<file path="config.mk">
export PLATFORM = sky130hd
export DESIGN_NAME = arch_reg_read_responder
export DESIGN_NICKNAME = d
export VERILOG_FILES = /design/src/rtl/arch_reg_read_responder.sv
export SDC_FILE = /design/constraint.sdc
export NUM_CORES = 1
export LEC_CHECK = 0
export ABC_AREA = 1
export BUFFER_PORTS_ARGS = -buffer_cell sky130_fd_sc_hd__buf_2
export CAP_MARGIN = 20
export CORE_ASPECT_RATIO = 1.5
export CORE_MARGIN = 1
export CORE_UTILIZATION = 49
export DETAILED_ROUTE_END_ITERATION = 10
export HOLD_SLACK_MARGIN = 0.05
export PLACE_DENSITY = 0.85
export SYNTH_ARGS = -nofsm -noshare
export SYNTH_HDL_FRONTEND = slang
export SYNTH_SLANG_ARGS = --single-unit
</file>
<file path="constraint.sdc">
create_clock -name clk -period 2.25 [get_ports clk]
set_clock_uncertainty 0.2 [all_clocks]
set_input_delay 0.3375 -clock clk [delete_from_list [all_inputs] [get_ports clk]]
set_output_delay 0.3375 -clock clk [all_outputs]
set_load 0.02 [all_outputs]
</file>
<file path="src/rtl/arch_reg_read_responder.sv">
// arch_reg_read_responder
// Debug-side reader of architectural registers. A request carries an
// architectural index. The index goes through the RAT to find the physical
// register, and the physical regfile is then read through a shared, arbitrated
// read port. The value comes back with a one-cycle read_valid pulse.
//
// Handshake contract:
//   request  : the initiator holds rd_en (and read_red_addr_req) until it sees
//              read_valid. The request is accepted only on an edge where both
//              rd_en and quiesced are high.
//   response : read_valid is high for exactly one cycle, and read_value is
//              valid in that cycle. After the pulse the block ignores rd_en
//              until the initiator has dropped it for at least one edge.
//   prf port : prf_req and prf_addr stay stable until prf_gnt is sampled high
//              at an edge. prf_rdata is sampled on the edge that follows the
//              grant edge.
module arch_reg_read_responder #(
  parameter int ARCH_REG_NUM       = 32,
  parameter int ARCH_REG_NUM_WIDTH = 5,
  parameter int PHYS_REG_NUM_WIDTH = 6,
  parameter int REG_VAL_WIDTH      = 32
) (
  input  logic                          clk,
  input  logic                          reset,
  input  logic                          quiesced,
  input  logic                          rd_en,
  input  logic [ARCH_REG_NUM_WIDTH-1:0] read_red_addr_req,
  output logic                          read_valid,
  output logic [REG_VAL_WIDTH-1:0]      read_value,
  output logic [ARCH_REG_NUM_WIDTH-1:0] rat_arch_idx,
  input  logic [PHYS_REG_NUM_WIDTH-1:0] rat_phys_idx,
  output logic                          prf_req,
  output logic [PHYS_REG_NUM_WIDTH-1:0] prf_addr,
  input  logic                          prf_gnt,
  input  logic [REG_VAL_WIDTH-1:0]      prf_rdata,
  output logic [2:0]                    dbg_state
);

  typedef enum logic [2:0] {
    S_IDLE     = 3'd0,
    S_RAT      = 3'd1,
    S_PRF_REQ  = 3'd2,
    S_PRF_DATA = 3'd3,
    S_RESP     = 3'd4,
    S_DROP     = 3'd5
  } state_t;

  state_t                          state;
  logic [ARCH_REG_NUM_WIDTH-1:0]   idx_q;
  logic [PHYS_REG_NUM_WIDTH-1:0]   phys_q;

  // x0 reads as zero. An index past the register file also returns zero
  // without touching the RAT or the PRF.
  logic zero_path;
  assign zero_path = (read_red_addr_req == '0) ||
                     (32'(read_red_addr_req) >= ARCH_REG_NUM);

  // The RAT index and the PRF address come straight from the latched registers,
  // so they are stable for the whole of the state that uses them.
  assign rat_arch_idx = idx_q;
  assign prf_addr     = phys_q;
  assign dbg_state    = state;

  // Request FSM. The read_valid pulse is produced on the edge that leaves RESP.
  always_ff @(posedge clk or negedge reset) begin
    if (!reset) begin
      state      <= S_IDLE;
      idx_q      <= '0;
      phys_q     <= '0;
      prf_req    <= 1'b0;
      read_valid <= 1'b0;
      read_value <= '0;
    end else begin
      read_valid <= 1'b0;
      case (state)
        S_IDLE: begin
          if (rd_en && quiesced) begin
            idx_q <= read_red_addr_req;
            if (zero_path) begin
              read_value <= '0;
              state      <= S_RESP;
            end else begin
              state <= S_RAT;
            end
          end
        end
        S_RAT: begin
          phys_q  <= rat_phys_idx;
          prf_req <= 1'b1;
          state   <= S_PRF_REQ;
        end
        S_PRF_REQ: begin
          if (prf_gnt) begin
            prf_req <= 1'b0;
            state   <= S_PRF_DATA;
          end
        end
        S_PRF_DATA: begin
          read_value <= prf_rdata;
          state      <= S_RESP;
        end
        S_RESP: begin
          read_valid <= 1'b1;
          state      <= S_DROP;
        end
        S_DROP: begin
          if (!rd_en) state <= S_IDLE;
        end
        default: begin
          prf_req <= 1'b0;
          state   <= S_IDLE;
        end
      endcase
    end
  end

endmodule

</file>
==> flow_metrics.env <==
export IMPL_status="complete, no violations"
export IMPL_synth_seq_cells=48
export IMPL_start_util_pct=52.3
export IMPL_clockRootBuffer="clkbuf_8"
export IMPL_min_path_cells=3
export IMPL_critPathMaxFanout=32
export IMPL_end_kind="flop"
export IMPL_gp_congestion=0.857
export IMPL_coreArea_sq_mm=0.00372
export IMPL_grt_pass1_vias=1773
export IMPL_rows=27
export IMPL_startpoint_type="flop"
export IMPL_hold_viol=0
export IMPL_rsz0062_at_grt="no"
export IMPL_reg2reg_depth=6
export IMPL_avgSynthCellArea_sq_um=9.22
export IMPL_ant_nets=0
export IMPL_die_w_um=53.4
export IMPL_drt_total_wl_um=4690
export IMPL_powerDensity_mw_per_mm2=1350
export IMPL_grt_max_degree=49
export IMPL_cts_tree="done"
export IMPL_drtIter0Drc=33
export IMPL_drv_slew=0
export IMPL_synth_distinct_cells=16
export IMPL_io_pins=96
export IMPL_ctsLongestPathBuffers=2
export IMPL_cts_resized=0
export IMPL_dieArea_sq_mm=0.00423
export IMPL_fin_crit_ps=1720
export IMPL_max_slew_margin_pct=61.4
export IMPL_ys_seq_area_share_pct=61.8
export IMPL_worstMarginPinSlew_ps=579
export IMPL_whs_ps=57.2
export IMPL_final_nets=381
export IMPL_critPathRequiredTime_ps=2230
export IMPL_crit_type="reg -> reg"
export IMPL_fmax_mhz=582
export IMPL_grt_use_total_pct=24.7
export IMPL_multi_input_area_sq_um=649
export IMPL_hpwl_um=3200
export IMPL_dieHeight_um=79.2
export IMPL_clk_pin_slew_worst_paths_ps=80
export IMPL_drive_gt1_share_pct=35.2
export IMPL_synth_warnings=0
export IMPL_tns_ps=0
export IMPL_final_util_pct=75.1
export IMPL_syn_inst=211
export IMPL_setup_violations=0
export IMPL_cts_sinks=48
export IMPL_hold_end="read_value[19]"
export IMPL_synth_fp_nets=259
export IMPL_drtPass1Iterations=4
export IMPL_arrival_ps=1700
export IMPL_diodes=0
export IMPL_timing_rr_start="dbg_state[2]"
export IMPL_ir_drop_v=0.000909
export IMPL_r2r_slack_ps=530
export IMPL_fillCellCount=285
export IMPL_r2r_end="read_value[23]"
export IMPL_synth_area_sq_mm=0.00194
export IMPL_wl_per_cell_um=12.5
export IMPL_post_route_period_util_pct=76.4
export IMPL_drc=0
export IMPL_p_leak_nw=1.66
export IMPL_min_path_type="in -> reg"
export IMPL_cts_made_buffers=5
export IMPL_overflow=0
export IMPL_grt_pass1_wl_um=7620
export IMPL_ctsHtreeMaxLevel=2
export IMPL_hold_path_startpoint="prf_rdata[19]"
export IMPL_max_cap_viol_count=0
export IMPL_areaGrowthSynthToFinish_pct=43.6
export IMPL_antenna_found_initial=0
export IMPL_io_buffers=95
export IMPL_vias=1788
export IMPL_vias_per_cell=4.77
export IMPL_seqCellArea_sq_mm=0.00120
export IMPL_clk_latency_ps=280
==> power by group <==
group	internal, mW	leakage, nW	total [mW]	switching, mW
clock network	0.319	0.0501	0.570	0.251
registers	1.21	0.614	1.40	0.192
logic	0.619	0.996	1.80	1.18
total	2.15	1.66	3.77	1.62
==> cell usage after synthesis (all sizes together) <==
cell type / instances / share of area [%]
o21ai: 7 / 1.8
mux2: 6 / 3.5
dfrtp: 48 / 62
nor2: 6 / 1.3
nand4: 1 / 0.32
nand3: 7 / 3.2
inv: 12 / 2.3
nand2: 118 / 23
buf: 6 / 2.5
==> cells by family (layout without fill, tap and decap cells) <==
kind of cell | count (synthesis) | after routing | synth area share [%]
muxes | 6 | 6 | 3.47
and+or+nand+nor | 132 | 132 | 28.1
DFF | 48 | 48 | 61.8
buffers and inverters | 18 | 139 | 4.83
AOI/OAI and AO/OA | 7 | 7 | 1.80
==> per-layer routing <==
metal / track usage (%) / vias to the layer above / wire length (um)
li1: - / 881 / -
met1: 25.7 / 820 / 1680
met2: 45.0 / 70 / 2600
met3: 4.41 / 17 / 238
met4: 11.8 / 0 / 167
met5: 0 / - / 0
==> timing repair <==
action                    4_1_cts  5_1_grt
hold buffers                   24        0
buffers inserted                0        0
hold endpoints to repair       71        0
==> critical path: stages (launching register included) <==
cell,delay [ps]
dfrtp_1,430
inv_1,180
nand3_2,120
nand2_1,130
nand3_4,300
nand2_1,170
nand2_1,70
==> cells in the final DEF, fill, tap and decap left out <==
cell type	netlist	routed
inv_1	11	11
nand2_1	116	116
buf_12	0	1
nand3_4	1	1
nand4_1	1	1
nor2_2	1	1
clkbuf_8	0	5
nand3_2	3	3
nand2_4	1	1
inv_2	1	1
mux2_2	6	6
o21ai_0	7	7
dlygate4sd3_1	0	24
nand2_2	1	1
dfrtp_1	48	48
buf_4	0	1
buf_2	3	95
nor2_1	5	5
nand3_1	3	3
bufinv_16	0	1
==> area by class of cell <==
cell class	instances	area share (%)
clock inverters	1	1.08
well taps	43	1.93
flip-flops and latches	48	43.0
clock buffers	5	2.47
repair buffers	121	26.6
inverters	12	1.61
multi-input cells	145	23.3
==> worst max-delay path by stage <==
stage | start | end | slack [ps] | cells after the start
floorplan | dbg_state[2] | read_value[10] | 720 | 7
global placement | dbg_state[0] | read_value[13] | 600 | 6
detailed placement | dbg_state[2] | read_value[23] | 520 | 6
CTS | dbg_state[2] | read_value[23] | 530 | 6
global route | dbg_state[2] | read_value[9] | 370 | 6
finish | dbg_state[2] | read_value[23] | 530 | 6
==> per-stage QoR <==
| step | power, mW | instances | worst slack (ps) | cell area [sq um] |
|---|---|---|---|---|
| finish | 3.77 | 375 | 531 | 2790 |
| global route | 4.07 | 375 | 368 | 2790 |
| CTS | 3.80 | 375 | 527 | 2790 |
| detailed placement | 3.19 | 345 | 525 | 2450 |
| global placement | 3.13 | 345 | 602 | 2450 |
| floorplan | 2.68 | 211 | 724 | 1940 |
==> flip-flops by register name (all words and copies together), names as in the netlist <==
name,flops
dbg_state,3
prf_addr,6
prf_req,1
read_valid,1
read_value,32
rat_arch_idx,5
No activity file was read; power rests on OpenSTA's default activity.
